## config.mk

```make
export PLATFORM = sky130hd
export DESIGN_NAME = fu_shift_issue_flat
export DESIGN_NICKNAME = d
export VERILOG_FILES = /design/src/rtl/fu_shift_issue_if.sv /design/src/rtl/fu_shift_issue.sv /design/src/flat_wrapper.sv
export SDC_FILE = /design/constraint.sdc
export NUM_CORES = 1
export LEC_CHECK = 0
export BUFFER_PORTS_ARGS = -buffer_cell sky130_fd_sc_hd__buf_2
export CORE_MARGIN = 10
export CORE_UTILIZATION = 45
export CTS_BUF_LIST = sky130_fd_sc_hd__clkbuf_2
export DETAILED_ROUTE_END_ITERATION = 8
export PLACE_DENSITY = 0.71
export SYNTH_ARGS = -nofsm -noshare
export SYNTH_HDL_FRONTEND = slang
export SYNTH_SLANG_ARGS = --single-unit
```

## constraint.sdc

```tcl
create_clock -name clk -period 3.97 [get_ports clk]
set_input_delay 0.397 -clock clk [delete_from_list [all_inputs] [get_ports clk]]
set_output_delay 0.397 -clock clk [all_outputs]
set_load 0.01 [all_outputs]
```

## src/rtl/fu_shift_issue_if.sv

```systemverilog
// Handshake bundle between the shift issue stage, its upstream producer and the
// shifter/consumer side. The DUT uses the slave view; the producer uses master.
interface fu_shift_issue_if #(parameter int TAG_W = 4);
   logic             in_valid;
   logic             in_ready;
   logic [1:0]       op;
   logic [31:0]      a;
   logic [31:0]      b;
   logic [TAG_W-1:0] in_tag;
   logic             out_valid;
   logic             out_ready;
   logic [31:0]      x;
   logic [4:0]       s;
   logic             left;
   logic             log;
   logic [TAG_W-1:0] out_tag;
   logic             out_clamp;

   modport master (
      output in_valid, op, a, b, in_tag, out_ready,
      input  in_ready, out_valid, x, s, left, log, out_tag, out_clamp
   );

   modport slave (
      input  in_valid, op, a, b, in_tag, out_ready,
      output in_ready, out_valid, x, s, left, log, out_tag, out_clamp
   );
endinterface

```

## src/rtl/fu_shift_issue.sv

```systemverilog
// Issue stage ahead of the ShiftLR shifter: decodes/clamps shift ops at write time
// and holds them in a 2-entry FIFO whose head drives the shifter from registers.
module fu_shift_issue #(
   parameter int TAG_W = 4
) (
   input  logic            clk,
   input  logic            rst_n,
   input  logic            flush,
   fu_shift_issue_if.slave io,
   output logic [15:0]     issue_cnt
);
   localparam int DEPTH = 2;

   typedef struct packed {
      logic [31:0]      x;
      logic [4:0]       s;
      logic             left;
      logic             log;
      logic [TAG_W-1:0] tag;
      logic             clamp;
   } entry_t;

   entry_t      slot_q [DEPTH];
   entry_t      slot_d [DEPTH];
   logic        wr_ptr_q, wr_ptr_d;
   logic        rd_ptr_q, rd_ptr_d;
   logic [1:0]  count_q, count_d;
   logic [15:0] issue_cnt_q, issue_cnt_d;
   logic        accept, pop, clamp;
   entry_t      new_entry;
   entry_t      head;

   assign io.in_ready  = (count_q != 2'(DEPTH));
   assign io.out_valid = (count_q != 2'd0);

   // Out-of-range amounts become a sign fill for SRA and a zero result otherwise.
   always_comb begin
      clamp           = |io.b[31:5];
      new_entry       = '0;
      new_entry.left  = io.op[1];
      new_entry.log   = io.op[0];
      new_entry.tag   = io.in_tag;
      new_entry.clamp = clamp;
      if (!clamp) begin
         new_entry.x = io.a;
         new_entry.s = io.b[4:0];
      end else if (io.op == 2'b00) begin
         new_entry.x = io.a;
         new_entry.s = 5'd31;
      end
   end

   always_comb begin
      accept      = io.in_valid && io.in_ready && !flush;
      pop         = io.out_valid && io.out_ready && !flush;
      slot_d      = slot_q;
      wr_ptr_d    = wr_ptr_q;
      rd_ptr_d    = rd_ptr_q;
      count_d     = count_q;
      issue_cnt_d = issue_cnt_q;
      if (accept) begin
         slot_d[wr_ptr_q] = new_entry;
         wr_ptr_d         = ~wr_ptr_q;
         issue_cnt_d      = issue_cnt_q + 16'd1;
      end
      if (pop) begin
         rd_ptr_d = ~rd_ptr_q;
      end
      if (accept && !pop) begin
         count_d = count_q + 2'd1;
      end else if (!accept && pop) begin
         count_d = count_q - 2'd1;
      end
      // Flush drops queued ops but leaves the issue counter running.
      if (flush) begin
         wr_ptr_d = 1'b0;
         rd_ptr_d = 1'b0;
         count_d  = 2'd0;
      end
   end

   always_ff @(posedge clk or negedge rst_n) begin
      if (!rst_n) begin
         for (int i = 0; i < DEPTH; i++) begin
            slot_q[i] <= '0;
         end
         wr_ptr_q    <= 1'b0;
         rd_ptr_q    <= 1'b0;
         count_q     <= 2'd0;
         issue_cnt_q <= 16'd0;
      end else begin
         slot_q      <= slot_d;
         wr_ptr_q    <= wr_ptr_d;
         rd_ptr_q    <= rd_ptr_d;
         count_q     <= count_d;
         issue_cnt_q <= issue_cnt_d;
      end
   end

   // Stale slots stay stored after a pop, so the head is masked when empty.
   assign head         = io.out_valid ? slot_q[rd_ptr_q] : '0;
   assign io.x         = head.x;
   assign io.s         = head.s;
   assign io.left      = head.left;
   assign io.log       = head.log;
   assign io.out_tag   = head.tag;
   assign io.out_clamp = head.clamp;
   assign issue_cnt    = issue_cnt_q;
endmodule

```

## src/flat_wrapper.sv

```systemverilog
// flat-port wrapper written by rule: the top's interface ports become plain ports
module fu_shift_issue_flat 
#(
   parameter int TAG_W = 4
)
  (clk, rst_n, flush, issue_cnt, io_in_valid, io_op, io_a, io_b, io_in_tag, io_out_ready, io_in_ready, io_out_valid, io_x, io_s, io_left, io_log, io_out_tag, io_out_clamp);
  fu_shift_issue_if #(.TAG_W(TAG_W)) io_i ();
  input  logic clk;
  input  logic rst_n;
  input  logic flush;
  output logic [15:0] issue_cnt;
  input wire logic [$bits(io_i.in_valid)-1:0] io_in_valid;
  input wire logic [$bits(io_i.op)-1:0] io_op;
  input wire logic [$bits(io_i.a)-1:0] io_a;
  input wire logic [$bits(io_i.b)-1:0] io_b;
  input wire logic [$bits(io_i.in_tag)-1:0] io_in_tag;
  input wire logic [$bits(io_i.out_ready)-1:0] io_out_ready;
  output wire logic [$bits(io_i.in_ready)-1:0] io_in_ready;
  output wire logic [$bits(io_i.out_valid)-1:0] io_out_valid;
  output wire logic [$bits(io_i.x)-1:0] io_x;
  output wire logic [$bits(io_i.s)-1:0] io_s;
  output wire logic [$bits(io_i.left)-1:0] io_left;
  output wire logic [$bits(io_i.log)-1:0] io_log;
  output wire logic [$bits(io_i.out_tag)-1:0] io_out_tag;
  output wire logic [$bits(io_i.out_clamp)-1:0] io_out_clamp;
  assign io_i.in_valid = io_in_valid;
  assign io_i.op = io_op;
  assign io_i.a = io_a;
  assign io_i.b = io_b;
  assign io_i.in_tag = io_in_tag;
  assign io_i.out_ready = io_out_ready;
  assign io_in_ready = io_i.in_ready;
  assign io_out_valid = io_i.out_valid;
  assign io_x = io_i.x;
  assign io_s = io_i.s;
  assign io_left = io_i.left;
  assign io_log = io_i.log;
  assign io_out_tag = io_i.out_tag;
  assign io_out_clamp = io_i.out_clamp;
  fu_shift_issue #(.TAG_W(TAG_W)) u_core (.clk(clk), .rst_n(rst_n), .flush(flush), .io(io_i), .issue_cnt(issue_cnt));
endmodule
```

; ---- Yosys cells after proc, flatten, opt, wreduce, memory -nomap -nowiden
; Cells that the tools add are included.
[totals]
regBits = 108
in_bits = 75
elab_cells = 59
output_inout_bits = 62
[op_classes]
add_sub_neg = 3
n_reduce_logical = 16
n_lt_le_gt_ge = 3
muxes = 16
n_eq_ne = 1
bitwise = 4
[ops]
columns = cell, count
row1 = 2-to-1 mux 44 bit, 5
row2 = bitwise mux 88 bit, 1
row3 = 2-to-1 mux 37 bit, 2
row4 = demux 44 bit (select 1 bit), 1
row5 = OR reduction 27 bit, 1
row6 = "adder 16 x 1 -> 16 bit, second input constant", 1
row7 = logical AND 1 bit, 7
row8 = 2-to-1 mux 2 bit, 3
row9 = nonzero test 2 bit, 3
row10 = "greater-or-equal comparator 2 bit, second input constant", 2
row11 = 2-to-1 mux 1 bit, 4
row12 = inverter 1 -> 2 bit, 2
row13 = logical NOT 1 bit, 3
row14 = nonzero test 3 bit, 1
row15 = "adder 2 x 1 -> 2 bit, second input constant", 1
row16 = logical NOT 2 bit, 1
row17 = "< comparator 2 x 1 -> 1 bit, second input constant", 1
row18 = "!= test 2 bit, second input constant", 1
row19 = inverter 1 bit, 2
row20 = "subtractor 2 x 1 -> 2 bit, second input constant", 1

; ---- Longest topological paths before layout
[logic_depth]
depth_word = 8
ltp_mapped = 7

; ---- Least setup slack after synthesis
; No wires, ideal clock.
[synth_timing]
kind = register to output
from = register u_core.rd_ptr_q
to = output port io_left
path_slack_ns = 2.359
t_arrival_ns = 1.214
stages_incl_launch_ff = 5
path_cell_list = dfrtp_1 -> clkbuf_1 -> buf_2 -> mux2i_1 -> nor2_1
[synth_via]
elab_chain_cells = 5
[synth_rtl]
columns = element, line_no
row1 = from (decl), fu_shift_issue.sv:26  ; logic rd_ptr_q, rd_ptr_d;
row2 = from (signal assigned), fu_shift_issue.sv:94  ; rd_ptr_q <= rd_ptr_d;
row3 = inverter 1 -> 2 bit (implied by the code), fu_shift_issue.sv:101  ; assign head = io.out_valid ? slot_q[rd_ptr_q] : '0;
row4 = 2-to-1 mux 44 bit (implied by the code) (3 in series), fu_shift_issue.sv:101
row5 = 2-to-1 mux 44 bit, fu_shift_issue.sv:101
row6 = to (decl), flat_wrapper.sv:22  ; output wire logic [$bits(io_i.left)-1:0] io_left;
; No other way between the ends. The select of a mux whose other input is x is not followed.

; ---- Worst setup path in the final report
[layout_timing]
from = register u_core.rd_ptr_q
to = output port io_x[12]
[layout_via]
elab_chain_cells = 5
[layout_rtl]
columns = element, line_no
row1 = inverter 1 -> 2 bit (implied by the code), fu_shift_issue.sv:101
row2 = 2-to-1 mux 44 bit (implied by the code) (3 in series), fu_shift_issue.sv:101
row3 = 2-to-1 mux 44 bit, fu_shift_issue.sv:101
row4 = to (decl), flat_wrapper.sv:20  ; output wire logic [$bits(io_i.x)-1:0] io_x;
; No other way between the ends. The select of a mux whose other input is x is not followed.

==> results.json <==
{
  "yosysWarnings": 0,
  "timing.slew.headroom": 0.263,
  "hp-start": "io_a[17]",
  "start_kind": "flip-flop",
  "yosys.area.top_type_share": 0.521,
  "synth_cells": 578,
  "antenna_found_initial": 0,
  "worst_ep_required_time_ns": 3.57,
  "fin_worst_skew_ns": 0.0258,
  "placed_cell_area_um2": 5920,
  "timing.rr.end": "u_core.slot_q[42]",
  "netlist.top_cell.by_area": "dfrtp_1",
  "syn-num-nets": 654,
  "cts_buffers": 9,
  "worstPathCellList": "buf_4 > mux2i_1 > nor2_1 > buf_2",
  "clkTransAtPathRegs_ns": 0.27,
  "setup_viol": 0,
  "vias": 4541,
  "grt_start_max_net_pins": 79,
  "max_freq_ghz": 0.341,
  "htreeDepth": 3,
  "post_drt_wl_per_cell_um": 15.8,
  "start_util": 0.456,
  "die_h_um": 127,
  "layout-drive-gt1-share": 0.231,
  "syn_area_per_cell_um2": 8.98,
  "layout_common_cells": "nand2_1, buf_2, dfrtp_1, o21ai_1, nor2_1",
  "rsz0062_at_grt": "no",
  "critPathKind": "flip-flop to primary output",
  "irDropWorstVdd_v": 0.000290,
  "syn_to_final_growth_pct": 20.5,
  "drtPass1Iterations": 5,
  "fin_tns_setup_ns": 0,
  "final_nets": 793,
  "cts.sinks": 108,
  "end_kind": "primary output",
  "ys_seq_area_frac": 0.521,
  "fin_crit_sh": 0.738,
  "reg2reg_depth": 6,
  "place_congestion": 0.790,
  "die_area_um2": 16200,
  "grt_overflow_total": 0,
  "cp_slowest_cell": "dfrtp_2",
  "worst-r2r-setup-slack_ns": 1.58,
  "ant_nets": 0,
  "grt_pass1_vias": 4688,
  "ctsResizeCount": 0,
  "port_buffers": 136,
  "tritoncts": "built",
  "dieWidth_um": 127,
  "routed_via_density": 5.25,
  "num_rows": 39,
  "ff_latch_area_um2": 2700,
  "fin_cells": 865,
  "core_um2": 11400,
  "hp-class": "input pin to flip-flop",
  "hold_end": "u_core.slot_q[29]",
  "crit_path_max_fanout": 24,
  "dp_cells": 826,
  "drv_cap": 0,
  "synth_area_leaders": "dfrtp_1, nand2_1, mux2i_1",
  "cts_max_path_buffers": 2,
  "crit_path_max_incr_delay_ns": 0.90,
  "dr.first_iter.drc_count": 330,
  "grt.total_usage": 0.168,
  "fin_area_um2": 6250,
  "routed_wl_um": 13700,
  "period_needed_ns": 2.93,
  "synth_cell_type_count": 33,
  "power_density_nw_per_um2": 373,
  "multi_input_area_um2": 2280,
  "status": "completed",
  "timing.rr.start": "u_core.count_q[1]",
  "drv_slew": 0,
  "hpwl_um": 9170,
  "layout_commonest_cell": "nand2_1",
  "grt_first_pass_wirelength_um": 22700,
  "hold_viol": 0,
  "cp.arrival_ns": 2.53,
  "worstHoldPathCells": 3,
  "pin_count": 137,
  "syn_area_um2": 5190,
  "nFillCells": 1073,
  "clk-insertion-delay-late_ns": 0.57,
  "antenna_cells": 0,
  "worst_pin_slew_ns": 1.10,
  "drc": 0,
  "whs_ns": 0.0358,
  "p_leak_nw": 2.95,
  "ys_seq_elements": 108,
  "root_buffer": "clkbuf_2"
}
[synth_stat cells (all sizes together)]
cell type / n
a211oi: 1
a21oi: 3
a31oi: 2
and2: 1
and3: 4
and4: 2
buf: 25
clkbuf: 13
dfrtp: 108
ha: 1
inv: 5
mux2: 1
mux2i: 45
nand2: 182
nand2b: 1
nand3: 15
nand4: 19
nor2: 51
nor2b: 1
nor3: 2
nor3b: 1
nor4: 10
o211ai: 3
o21ai: 66
xnor2: 13
xor2: 3
[worst max-delay path: cells and delay by family, from the launching register on]
kind,cells,cell delay (ns)
buf+inv,2,0.69
flops,1,0.90
mux,1,0.28
simple gates,1,0.06
[how the worst max path moves through the flow]
stage / endpoint / from
4_1_cts: io_x[12] / u_core.rd_ptr_q
6_report: io_x[12] / u_core.rd_ptr_q
3_5_place_dp: u_core.slot_q[27] / io_b[9]
3_3_place_gp: io_x[12] / u_core.rd_ptr_q
2_1_floorplan: io_left / u_core.rd_ptr_q
5_1_grt: io_x[12] / u_core.rd_ptr_q
[metal layers]
| layer | global-route usage | vias to the layer above | share of wire |
|---|---|---|---|
| met5 | 0 | - | 0 |
| met4 | 0.0589 | 0 | 0.015 |
| met3 | 0.0455 | 15 | 0.078 |
| met2 | 0.264 | 164 | 0.46 |
| met1 | 0.217 | 2164 | 0.44 |
| li1 | - | 2198 | - |
[flip-flops by register name, indices dropped and copies added, names as in the netlist]
register and flops:
u_core.slot_q 88, u_core.issue_cnt 16, u_core.count_q 2, u_core.rd_ptr_q 1, u_core.wr_ptr_q 1
[cell type report]
cell class,instances,area share
multi-input combinational,427,0.365
clock inverter,6,0.00880
tap,143,0.0286
timing repair buffer,166,0.154
sequential,108,0.432
clock buffer,10,0.00800
inverter,5,0.00300
[kinds of logic after synthesis]
logic type                 after synthesis  synth area share
and+or+nand+nor                        289             0.243
DFF                                    108             0.521
AOI/OAI and AO/OA                       75            0.0755
muxes                                   46            0.0890
buffers and inverters                   43            0.0424
xor gates and xnor gates                16            0.0270
adders and majority gates                1           0.00241
[where the power goes]
part	total, mW	internal [mW]	switching [mW]	leakage [nW]
Sequential	1.36	1.25	0.111	1.43
Clock	0.482	0.142	0.340	0.0668
Combinational	0.493	0.213	0.280	1.45
[metrics by stage]
stage | utilization | setup WS (ns) | power (mW)
final | 0.550 | 1.04 | 2.33
after detailed placement | 0.521 | 1.57 | 1.86
after floorplan | - | 2.36 | 1.65
after global routing | 0.550 | 0.885 | 2.48
after CTS | 0.547 | 0.995 | 2.36
after global placement | 0.521 | 1.69 | 1.84
[repair_timing]
| action | 4_1_cts | 5_1_grt |
|---|---|---|
| setup buffers | 0 | 0 |
| endpoints found under the hold margin | 104 | 4 |
| hold buffers | 19 | 4 |
Power figures use the tool's default switching activity.
